--- src/rtl/recover_ctrl.sv ---
// Branch-mispredict recovery sequencer: gates retire commits, then steps through SQUASH -> RESTORE -> DRAIN.
// Optional feature: define RECOVER_PERF_CNT_EN to add the recover_count_o recovery counter.
module recover_ctrl #(
    parameter int TABLE_WRITE  = 2,
    parameter int XLEN         = 32,
    parameter int DRAIN_CYCLES = 3
) (
    input  logic                                clk,
    input  logic                                reset,
    input  logic [TABLE_WRITE-1:0]              retire_en_i,
    input  logic [TABLE_WRITE-1:0]              branch_recover_i,
    input  logic [TABLE_WRITE-1:0][XLEN-1:0]    recover_pc_i,
    input  logic                                fu_busy_i,
    output logic [TABLE_WRITE-1:0]              retire_mask_o,
    output logic                                squash_o,
    output logic                                redirect_valid_o,
    output logic [XLEN-1:0]                     redirect_pc_o,
    output logic                                map_restore_o,
    output logic                                freelist_restore_o,
    output logic                                dispatch_stall_o,
`ifdef RECOVER_PERF_CNT_EN
    output logic [31:0]                         recover_count_o,
`endif
    output logic                                busy_o
);

    typedef enum logic [1:0] {
        IDLE    = 2'd0,
        SQUASH  = 2'd1,
        RESTORE = 2'd2,
        DRAIN   = 2'd3
    } state_t;

    localparam logic [3:0] DRAIN_LOAD = 4'(DRAIN_CYCLES - 1);

    state_t                   state, state_nxt;
    logic [3:0]               drain_cnt, drain_cnt_nxt;
    logic [XLEN-1:0]          redirect_pc_q;
    logic                     hit;
    logic [XLEN-1:0]          hit_pc;
    logic [TABLE_WRITE-1:0]   idle_mask;

    // Lowest recovering slot wins; slots above it are kept out of the arch table.
    always_comb begin
        hit       = 1'b0;
        hit_pc    = '0;
        idle_mask = '0;
        for (int j = 0; j < TABLE_WRITE; j++) begin
            idle_mask[j] = retire_en_i[j] & ~hit;
            if (!hit && retire_en_i[j] && branch_recover_i[j]) begin
                hit    = 1'b1;
                hit_pc = recover_pc_i[j];
            end
        end
    end

    always_comb begin
        state_nxt     = state;
        drain_cnt_nxt = drain_cnt;
        unique case (state)
            IDLE:    if (hit) state_nxt = SQUASH;
            SQUASH:  state_nxt = RESTORE;
            RESTORE: begin
                state_nxt     = DRAIN;
                drain_cnt_nxt = DRAIN_LOAD;
            end
            DRAIN: begin
                if (drain_cnt != 4'd0) drain_cnt_nxt = drain_cnt - 4'd1;
                if (drain_cnt == 4'd0 && !fu_busy_i) state_nxt = IDLE;
            end
            default: state_nxt = IDLE;
        endcase
    end

    always_ff @(posedge clk or posedge reset) begin
        if (reset) begin
            state         <= IDLE;
            drain_cnt     <= 4'd0;
            redirect_pc_q <= '0;
        end else begin
            state     <= state_nxt;
            drain_cnt <= drain_cnt_nxt;
            if (state == IDLE && hit) redirect_pc_q <= hit_pc;
        end
    end

`ifdef RECOVER_PERF_CNT_EN
    logic [31:0] recover_count_q;

    always_ff @(posedge clk or posedge reset) begin
        if (reset) begin
            recover_count_q <= 32'd0;
        end else if (state == IDLE && hit && recover_count_q != 32'hFFFF_FFFF) begin
            recover_count_q <= recover_count_q + 32'd1;
        end
    end

    assign recover_count_o = recover_count_q;
`endif

    // Strobes come straight off the state register so no input reaches them combinationally.
    assign retire_mask_o      = (state == IDLE) ? idle_mask : '0;
    assign squash_o           = (state == SQUASH);
    assign redirect_valid_o   = (state == SQUASH);
    assign redirect_pc_o      = redirect_pc_q;
    assign map_restore_o      = (state == RESTORE);
    assign freelist_restore_o = (state == RESTORE);
    assign dispatch_stall_o   = (state != IDLE);
    assign busy_o             = (state != IDLE);

endmodule

--- config.mk ---
export PLATFORM = sky130hd
export DESIGN_NAME = recover_ctrl
export DESIGN_NICKNAME = d
export VERILOG_FILES = /design/src/rtl/recover_ctrl.sv
export SDC_FILE = /design/constraint.sdc
export NUM_CORES = 1
export LEC_CHECK = 0
export CAP_MARGIN = 20
export CELL_PAD_IN_SITES_DETAIL_PLACEMENT = 1
export CELL_PAD_IN_SITES_GLOBAL_PLACEMENT = 1
export CORE_MARGIN = 3
export CORE_UTILIZATION = 32
export CTS_BUF_LIST = sky130_fd_sc_hd__clkbuf_2
export DETAILED_ROUTE_END_ITERATION = 6
export GPL_ROUTABILITY_DRIVEN = 0
export HOLD_SLACK_MARGIN = 0.15
export PLACE_DENSITY_LB_ADDON = 0.1
export SYNTH_ARGS = -nofsm -noshare
export SYNTH_HDL_FRONTEND = slang
export SYNTH_SLANG_ARGS = --single-unit
--- constraint.sdc ---
create_clock -name clk -period 4.1 [get_ports clk]
set_input_delay 0.82 -clock clk [delete_from_list [all_inputs] [get_ports clk]]
set_output_delay 0.82 -clock clk [all_outputs]
set_load 0.005 [all_outputs]
Word-level counts from Yosys, hierarchy flattened. Cells that the tools add are included.

Register bits: 38. Output and inout bits: 40. Bits of input ports: 71. Word-level logic and storage cells: 36.

Mux-type cells: 10. Equality and inequality tests: 6. Reductions and logical operators: 14. $add $sub $neg: 1. Bitwise logic cells: 2.

Operator list (count): $mux W32 (2); $pmux W2 S4 (1); $pmux W4 S2 (1); $mux W2 (3); $ne A2 B2 Y1 const B (3); $logic_and A1 B1 Y1 (5); $eq A2 B2 Y1 const B (2); $logic_not A4 Y1 (1); $mux W4 (1); $reduce_and A2 Y1 (2); $reduce_bool A2 Y1 (2); $reduce_bool A4 Y1 (1); $sub A4 B1 Y4 const B (1); $eq A2 B1 Y1 const B (1); $logic_not A1 Y1 (2); $logic_not A2 Y1 (1); $mux W1 (2); $and A1 B1 Y1 (1); $not A1 Y1 (1).

Depth between registers and ports, before layout. Gate-level depths: netlist of run 1.

Depth after elaboration: 8. Gate-level depth with buffers: 6. Gate-level depth less buffers: 5.

Worst setup path before layout of run 1. No wires, ideal clock.

Path kind: input -> output. From: input retire_en_i[0]. To: output retire_mask_o[1]. Buffers on the path: 1. Data required time: 3.280 ns. Stages: 3. Arrival time: 1.407 ns. Path slack: 1.873 ns. Cells stage by stage: nand2_2 -> clkbuf_1 -> and3_1.

Cells in the longest elaborated chain, start to end: 5.

Ends and longest elaborated chain: start: declaration (RTL line 10) `input logic [TABLE_WRITE-1:0] retire_en_i,`; $logic_and A1 B1 Y1 (RTL line 50) `if (!hit && retire_en_i[j] && branch_recover_i[j]) begin`; $mux W1 (RTL line 50); $not A1 Y1 (RTL line 49) `idle_mask[j] = retire_en_i[j] & ~hit;`; $and A1 B1 Y1 (RTL line 49); $mux W2 (RTL line 102) `assign retire_mask_o = (state == IDLE) ? idle_mask : '0;`; end: declaration (RTL line 14) `output logic [TABLE_WRITE-1:0] retire_mask_o,`.

Every way passes these cells.

Final worst setup path of run 1.
From: register state[0]. To: output busy_o.

Cells in the longest elaborated chain, start to end: 1.

Ends and longest elaborated chain: start: declaration (RTL line 36) `state_t state, state_nxt;`; start signal: assignment (RTL line 81) `state <= state_nxt;`; $reduce_bool A2 Y1 (RTL line 109) `assign busy_o = (state != IDLE);`; end: declaration (RTL line 24) `output logic busy_o`.

Every way passes these cells.

==> impl_metrics.prom, run 1 <==
# TYPE chip_impl_metric gauge
chip_impl_info{name="cell_chain_of_the_critical_path",value="inv_1, ha_1, inv_2, clkdlybuf4s50_1"} 1
chip_impl_info{name="global_route.peak_usage_layer",value="met2"} 1
chip_impl_metric{name="worst-path-stages",unit=""} 4
chip_impl_metric{name="firstDrtPassIters",unit=""} 4
chip_impl_metric{name="worstMarginPinSlew",unit="ns"} 0.8195
chip_impl_info{name="timing.critical_path.slowest_stage_cell",value="clkdlybuf4s50_1"} 1
chip_impl_metric{name="per_cell_routed_wire_length",unit="um"} 19.57
chip_impl_metric{name="yosysSeqAreaShare",unit="%"} 44.86
chip_impl_metric{name="max-slew-margin-rel",unit="%"} 45.31
chip_impl_metric{name="placement_rows",unit=""} 29
chip_impl_metric{name="synthCells",unit=""} 198
chip_impl_metric{name="min_period_over_period",unit="%"} 76.45
chip_impl_metric{name="synth_seq_cells",unit=""} 38
chip_impl_metric{name="final_nets",unit=""} 374
chip_impl_info{name="mostFrequentLayoutCell",value="clkdlybuf4s50_1"} 1
chip_impl_metric{name="power_leakage",unit="nW"} 1.404
chip_impl_metric{name="vdd_drop_max",unit="V"} 0.0003058
chip_impl_metric{name="crit_arrival",unit="ns"} 2.31
chip_impl_info{name="path_class",value="reg2out"} 1
chip_impl_metric{name="drv_cap",unit=""} 0
chip_impl_metric{name="shortest_period_the_worst_path_allows",unit="ns"} 3.134
chip_impl_metric{name="dieWidth",unit="um"} 87.39
chip_impl_metric{name="globalRouteTotalUtil",unit="%"} 19.81
chip_impl_metric{name="fp.coreArea",unit="um2"} 6386
chip_impl_metric{name="clock_latency",unit="ns"} 0.40
chip_impl_metric{name="timing.hold.worst_path_depth",unit=""} 1
chip_impl_info{name="worst_setup_path_endpoint",value="busy_o"} 1
chip_impl_metric{name="cts.htree.levels",unit=""} 2
chip_impl_metric{name="setup_viol",unit=""} 0
chip_impl_info{name="timing.critical_path.to_type",value="output pin"} 1
chip_impl_info{name="cpLargestDelayFamily",value="buffers and inverters"} 1
chip_impl_metric{name="asyncSetResetFlopFracSynth",unit="%"} 100.0
chip_impl_info{name="worst_r2r_endpoint",value="redirect_pc_o[20]"} 1
chip_impl_metric{name="cts.clk_slew.worst_paths",unit="ns"} 0.19
chip_impl_metric{name="cts_buffers",unit=""} 5
chip_impl_metric{name="detailroute.via_count",unit=""} 2070
chip_impl_metric{name="drt_iter0_markers",unit=""} 108
chip_impl_metric{name="worst-endpoint-required",unit="ns"} 3.28
chip_impl_metric{name="drive_above_1_share",unit="%"} 5.724
chip_impl_metric{name="maxClockFrequency",unit="MHz"} 319.0
chip_impl_metric{name="slew_viol_final",unit=""} 0
chip_impl_metric{name="timing.clock.skew",unit="ns"} 0.02393
chip_impl_metric{name="power-per-cell-area",unit="nW/um2"} 564.6
chip_impl_metric{name="timing.final.hold_violations",unit=""} 0
chip_impl_info{name="worstReg2RegStart",value="state[0]"} 1
chip_impl_metric{name="placed_cells_incl_taps",unit=""} 365
chip_impl_metric{name="synth-edff-count",unit=""} 0
chip_impl_metric{name="synthesis.area_per_instance",unit="um2"} 10.70
chip_impl_metric{name="post_cts_resized",unit=""} 0
chip_impl_metric{name="reg2reg_depth",unit=""} 6
chip_impl_info{name="critPathLaunchType",value="flip-flop"} 1
chip_impl_metric{name="ys_types",unit=""} 29
chip_impl_info{name="worst_hold_startpoint",value="drain_cnt[0]"} 1
chip_impl_metric{name="grtUsageMet2",unit="%"} 30.75
chip_impl_info{name="status",value="completed"} 1
chip_impl_metric{name="setup.reg_to_reg.worst_slack",unit="ns"} 1.91
chip_impl_metric{name="grt_overflow",unit=""} 0
chip_impl_metric{name="fin_cells",unit=""} 374
chip_impl_metric{name="crit_path_max_fanout",unit=""} 35
chip_impl_metric{name="drt_wl_total",unit="um"} 7319
chip_impl_info{name="clock_tree_from_tritoncts",value="yes"} 1
chip_impl_metric{name="grt_pass1_wl",unit="um"} 11860
chip_impl_info{name="most_common_flop_cell_mapped_by_yosys",value="dfrtp_1"} 1
chip_impl_info{name="cts_root_buffer",value="clkbuf_2"} 1
chip_impl_info{name="rsz0062_at_grt",value="false"} 1
chip_impl_metric{name="maximum_number_of_pins_on_one_net_before_global_route_repair",unit=""} 36
chip_impl_info{name="worstHoldPathType",value="reg2reg"} 1
chip_impl_metric{name="layout_overhead_on_the_synthesized_area",unit="%"} 57.85
chip_impl_metric{name="drc",unit=""} 0
chip_impl_metric{name="critical_path.max_stage_delay",unit="ns"} 0.62
chip_impl_metric{name="hpwl",unit="um"} 5017
chip_impl_metric{name="max-clock-path-buffers",unit=""} 2
chip_impl_metric{name="worstPathBufferInverterCount",unit=""} 3
chip_impl_metric{name="postRouteAntennaNets",unit=""} 0
chip_impl_metric{name="die-height",unit="um"} 87.39
chip_impl_metric{name="setup-tns-final",unit="ns"} 0
chip_impl_metric{name="io_pins",unit=""} 111
chip_impl_metric{name="cts_sink_cnt",unit=""} 38
chip_impl_metric{name="postCtsSetupRepairBufs",unit=""} 0
chip_impl_metric{name="initial_utilization",unit="%"} 33.19
chip_impl_info{name="worstSetupStartpoint",value="state[0]"} 1
chip_impl_metric{name="synth_warnings",unit=""} 0
chip_impl_metric{name="dieArea",unit="um2"} 7636
chip_impl_metric{name="netlist_area",unit="um2"} 2120
chip_impl_metric{name="cts-hold-fix-buffers",unit=""} 0
chip_impl_metric{name="grtUsageMet1",unit="%"} 28.11
chip_impl_metric{name="antenna_found_initial",unit=""} 0
chip_impl_metric{name="vias_per_cell",unit=""} 5.535
chip_impl_metric{name="portBuffers",unit=""} 110
chip_impl_metric{name="antenna_cells",unit=""} 0
chip_impl_metric{name="syn_nets",unit=""} 276
chip_impl_metric{name="global_route.usage.met3",unit="%"} 4.636
chip_impl_info{name="mostFrequentLayoutCells",value="clkdlybuf4s50_1, dfrtp_1, and3_1"} 1
chip_impl_metric{name="p_total",unit="W"} 0.001889
chip_impl_metric{name="vias_in_the_first_global_route",unit=""} 2202
==> worst min-delay path by stage <==
stage / end / slack [ns]
2_1_floorplan: drain_cnt[0] / 0.47
3_3_place_gp: redirect_pc_o[4] / 0.47
3_5_place_dp: redirect_pc_o[15] / 0.47
4_1_cts: drain_cnt[0] / 0.52
5_1_grt: redirect_pc_o[11] / 0.54
6_report: drain_cnt[0] / 0.51
==> final cells by class <==
class / instances / area, um2
tap: 77 / 96.34
multi-input combinational: 127 / 1022
fill: 701 / 3040
inverter: 7 / 26.28
sequential: 38 / 950.9
clock buffer: 5 / 25.02
clock inverter: 3 / 63.81
timing repair buffer: 117 / 1161
==> flip-flops by register name (all words and copies together), names as in the netlist <==
| name | cells |
|---|---|
| redirect_pc_o | 32 |
| drain_cnt | 4 |
| state | 2 |
==> per-stage QoR <==
step / utilization, % / setup WS, ns / instance area, um2 / hold WS, ns
after global routing: 52.39 / 0.7661 / 3346 / 0.5443
final: 52.39 / 0.9656 / 3346 / 0.5133
after global placement: 50.76 / 1.042 / 3242 / 0.4702
after detailed placement: 50.76 / 0.9739 / 3242 / 0.4724
after CTS: 52.16 / 0.9178 / 3331 / 0.5198
after floorplan: - / 1.873 / 2120 / 0.4732
==> worst reg2reg max path, delay by kind of cell (launching register included) <==
family                     cells  cell delay [ns]
buffers and inverters          3             0.84
AOI/OAI and AO/OA              2             0.59
adders and majority gates      1             0.27
DFF                            1             0.43
==> cells in the mapped netlist (2+ instances only) <==
cell	n	area, um2
a41oi_1	32	280.3
and3_1	33	206.5
buf_4	3	22.52
clkbuf_1	20	75.07
dfrtp_1	38	950.9
ha_1	7	87.58
inv_1	6	22.52
mux2i_1	3	30.03
nand2b_1	2	12.51
nor2_1	3	11.26
o21ai_0	2	10.01
o2bb2ai_1	32	280.3
==> logic make-up after synthesis <==
kind of cell | count (synthesis) | share of synthesized area (%)
AOI/OAI and AO/OA | 71 | 29.16
and+or+nand+nor | 45 | 12.99
DFF | 38 | 44.86
buffers and inverters | 33 | 6.906
adders and majority gates | 7 | 4.132
muxes | 4 | 1.948
==> metal layers <==
| metal | share of wire (%) | vias to the layer above |
|---|---|---|
| li1 | - | 979 |
| met1 | 49 | 1015 |
| met2 | 44 | 70 |
| met3 | 6.2 | 6 |
| met4 | 0.83 | 0 |
| met5 | 0 | - |
==> power breakdown <==
group | total [W] | leakage, nW | internal (W) | switching [W]
sequential | 0.000652 | 0.476 | 0.000544 | 0.000108
clock | 0.000297 | 0.0506 | 0.000162 | 0.000135
combinational | 0.000940 | 0.877 | 0.000564 | 0.000376
Power figures use the tool's default switching activity.
==> run 2, diff against run 1 <==
--- a/config.mk
+++ b/config.mk
@@ -9,7 +9,7 @@
 export CELL_PAD_IN_SITES_DETAIL_PLACEMENT = 1
 export CELL_PAD_IN_SITES_GLOBAL_PLACEMENT = 1
 export CORE_MARGIN = 3
-export CORE_UTILIZATION = 32
+export CORE_UTILIZATION = 30
 export CTS_BUF_LIST = sky130_fd_sc_hd__clkbuf_2
 export DETAILED_ROUTE_END_ITERATION = 6
 export GPL_ROUTABILITY_DRIVEN = 0
==> constraint.sdc (replaced) <==
create_clock -name clk -period 2.95 [get_ports clk]
set_input_delay 0.59 -clock clk [delete_from_list [all_inputs] [get_ports clk]]
set_output_delay 0.59 -clock clk [all_outputs]
set_load 0.005 [all_outputs]
==> impl_metrics.prom, run 2 (synthesis gave the netlist of run 1 again) <==
# TYPE chip_impl_metric gauge
chip_impl_metric{name="drc",unit=""} 0
chip_impl_metric{name="cts.htree.levels",unit=""} 2
chip_impl_metric{name="cts_buffers",unit=""} 5
chip_impl_metric{name="crit_arrival",unit="ns"} 2.02
chip_impl_metric{name="layout_overhead_on_the_synthesized_area",unit="%"} 56.85
chip_impl_info{name="path_class",value="reg2out"} 1
chip_impl_metric{name="power_leakage",unit="nW"} 1.380
chip_impl_metric{name="num-fill-cells",unit=""} 749
chip_impl_metric{name="initial_utilization",unit="%"} 31.03
chip_impl_metric{name="setup-tns-final",unit="ns"} 0
chip_impl_metric{name="cts_sink_cnt",unit=""} 38
chip_impl_metric{name="drt_wl_total",unit="um"} 7359
chip_impl_metric{name="crit_path_max_fanout",unit=""} 17
chip_impl_metric{name="p_total",unit="W"} 0.002446
chip_impl_metric{name="vias_per_cell",unit=""} 5.256
chip_impl_metric{name="vdd_drop_max",unit="V"} 0.0002616
chip_impl_metric{name="postRouteAntennaNets",unit=""} 0
chip_impl_metric{name="fin_util",unit="%"} 48.66
chip_impl_metric{name="placement_rows",unit=""} 30
chip_impl_metric{name="max-slew-margin-rel",unit="%"} 66.91
chip_impl_metric{name="drt_iter0_markers",unit=""} 89
chip_impl_metric{name="power-per-cell-area",unit="nW/um2"} 735.8
chip_impl_metric{name="grt_overflow",unit=""} 0
chip_impl_metric{name="hpwl",unit="um"} 5034
chip_impl_metric{name="reg2reg_depth",unit=""} 7
chip_impl_metric{name="maximum_number_of_pins_on_one_net_before_global_route_repair",unit=""} 39
chip_impl_metric{name="vias_in_the_first_global_route",unit=""} 2198
chip_impl_metric{name="clock_latency",unit="ns"} 0.37
chip_impl_metric{name="per_cell_routed_wire_length",unit="um"} 18.63
chip_impl_info{name="worstHoldPathType",value="reg2reg"} 1
chip_impl_metric{name="post_cts_resized",unit=""} 0
chip_impl_metric{name="final_nets",unit=""} 376
chip_impl_metric{name="dieArea",unit="um2"} 8110
chip_impl_metric{name="detailroute.via_count",unit=""} 2076
chip_impl_metric{name="antenna_cells",unit=""} 0
chip_impl_metric{name="slew_viol_final",unit=""} 0
chip_impl_metric{name="max-clock-path-buffers",unit=""} 2
chip_impl_info{name="timing.critical_path.to_type",value="output pin"} 1
chip_impl_info{name="mostFrequentLayoutCells",value="clkdlybuf4s50_1, dfrtp_1, and3_1"} 1
chip_impl_info{name="mostFrequentLayoutCell",value="clkdlybuf4s50_1"} 1
chip_impl_metric{name="setup_viol",unit=""} 0
chip_impl_metric{name="io_pins",unit=""} 111
chip_impl_metric{name="drv_cap",unit=""} 0
chip_impl_metric{name="firstDrtPassIters",unit=""} 3
chip_impl_metric{name="postCtsSetupRepairBufs",unit=""} 0
chip_impl_metric{name="cts-hold-fix-buffers",unit=""} 0
chip_impl_metric{name="cts.clk_slew.worst_paths",unit="ns"} 0.19
chip_impl_metric{name="timing.final.hold_violations",unit=""} 0
chip_impl_metric{name="dieWidth",unit="um"} 90.06
chip_impl_info{name="rsz0062_at_grt",value="false"} 1
chip_impl_metric{name="globalRouteTotalUtil",unit="%"} 17.99
chip_impl_metric{name="worst-endpoint-required",unit="ns"} 2.36
chip_impl_metric{name="fp.coreArea",unit="um2"} 6832
chip_impl_metric{name="maxClockFrequency",unit="MHz"} 383.6
chip_impl_info{name="clock_tree_from_tritoncts",value="yes"} 1
chip_impl_metric{name="timing.clock.skew",unit="ns"} 0.01629
chip_impl_metric{name="die-height",unit="um"} 90.06
chip_impl_info{name="status",value="completed"} 1
chip_impl_info{name="critPathLaunchType",value="flip-flop"} 1
chip_impl_metric{name="portBuffers",unit=""} 110
chip_impl_metric{name="worstMarginPinSlew",unit="ns"} 0.4964
chip_impl_metric{name="drive_above_1_share",unit="%"} 5.686
chip_impl_metric{name="flip_flop_count_of_the_largest_register_all_copies_and_words_added",unit=""} 32
chip_impl_metric{name="min_period_over_period",unit="%"} 88.37
chip_impl_metric{name="timing.hold.worst_path_depth",unit=""} 1
chip_impl_metric{name="shortest_period_the_worst_path_allows",unit="ns"} 2.607
chip_impl_info{name="cts_root_buffer",value="clkbuf_2"} 1
chip_impl_metric{name="grt_pass1_wl",unit="um"} 11870
chip_impl_metric{name="antenna_found_initial",unit=""} 0
[run 2: final timing paths]
| check | slack (ns) | startpoint | end |
|---|---|---|---|
| max | 0.34 | state[1] | dispatch_stall_o |
| min | 0.51 | redirect_pc_o[3] | redirect_pc_o[3] |
| max reg2reg | 0.98 | state[1] | redirect_pc_o[27] |
| min reg2reg | 0.51 | redirect_pc_o[3] | redirect_pc_o[3] |
| max in group asynchronous | 1.99 | reset | redirect_pc_o[0] |
| min in group asynchronous | 0.60 | reset | redirect_pc_o[24] |
[run 2: routing by layer]
metal | track usage [%] | up-vias | wire length, um
met4 | 3.444 | 0 | 42
li1 | - | 987 | -
met3 | 4.603 | 5 | 389
met2 | 29.37 | 58 | 3558
met5 | 0 | - | 0
met1 | 24.28 | 1026 | 3368
[run 2: worst max-delay path, cell delays in order (launching register included)]
cell and delay (ns):
dfrtp_1 0.45, inv_1 0.10, ha_1 0.25, inv_2 0.28, clkdlybuf4s50_1 0.57
[run 2: report_power, final]
| part | internal, W | total, W | leakage [nW] | switching, W |
|---|---|---|---|---|
| Combinational | 0.000792 | 0.00132 | 0.879 | 0.000528 |
| Sequential | 0.000756 | 0.000903 | 0.476 | 0.000147 |
| Clock | 0.0000508 | 0.000223 | 0.0255 | 0.000173 |
[run 2: per-stage QoR]
stage	hold slack (ns)	setup WS, ns	instance area (um2)	std cells
floorplan	0.4732	1.110	2120	198
global placement	0.4700	0.4280	3288	387
detailed placement	0.4729	0.4117	3288	387
CTS	0.5161	0.2984	3324	395
global route	0.5311	0.2023	3324	395
finish	0.5111	0.3431	3324	395
[run 2: cell type report]
cell class	count	area, um2	area share (%)
Sequential cell	38	950.9	28.60
Timing Repair Buffer	119	1169	35.15
Multi-Input combinational cell	127	1022	30.75
Clock inverter	3	11.26	0.3387
Clock buffer	5	25.02	0.7527
Tap cell	96	120.1	3.613
Inverter	7	26.28	0.7904
==> run 3, diff against run 2 <==
--- a/config.mk
+++ b/config.mk
@@ -12,7 +12,6 @@
 export CORE_UTILIZATION = 30
 export CTS_BUF_LIST = sky130_fd_sc_hd__clkbuf_2
 export DETAILED_ROUTE_END_ITERATION = 6
-export GPL_ROUTABILITY_DRIVEN = 0
 export HOLD_SLACK_MARGIN = 0.15
 export PLACE_DENSITY_LB_ADDON = 0.1
 export SYNTH_ARGS = -nofsm -noshare
==> results of run 3 <==
The final DEF is identical to that of run 2; final timing and power are the same.
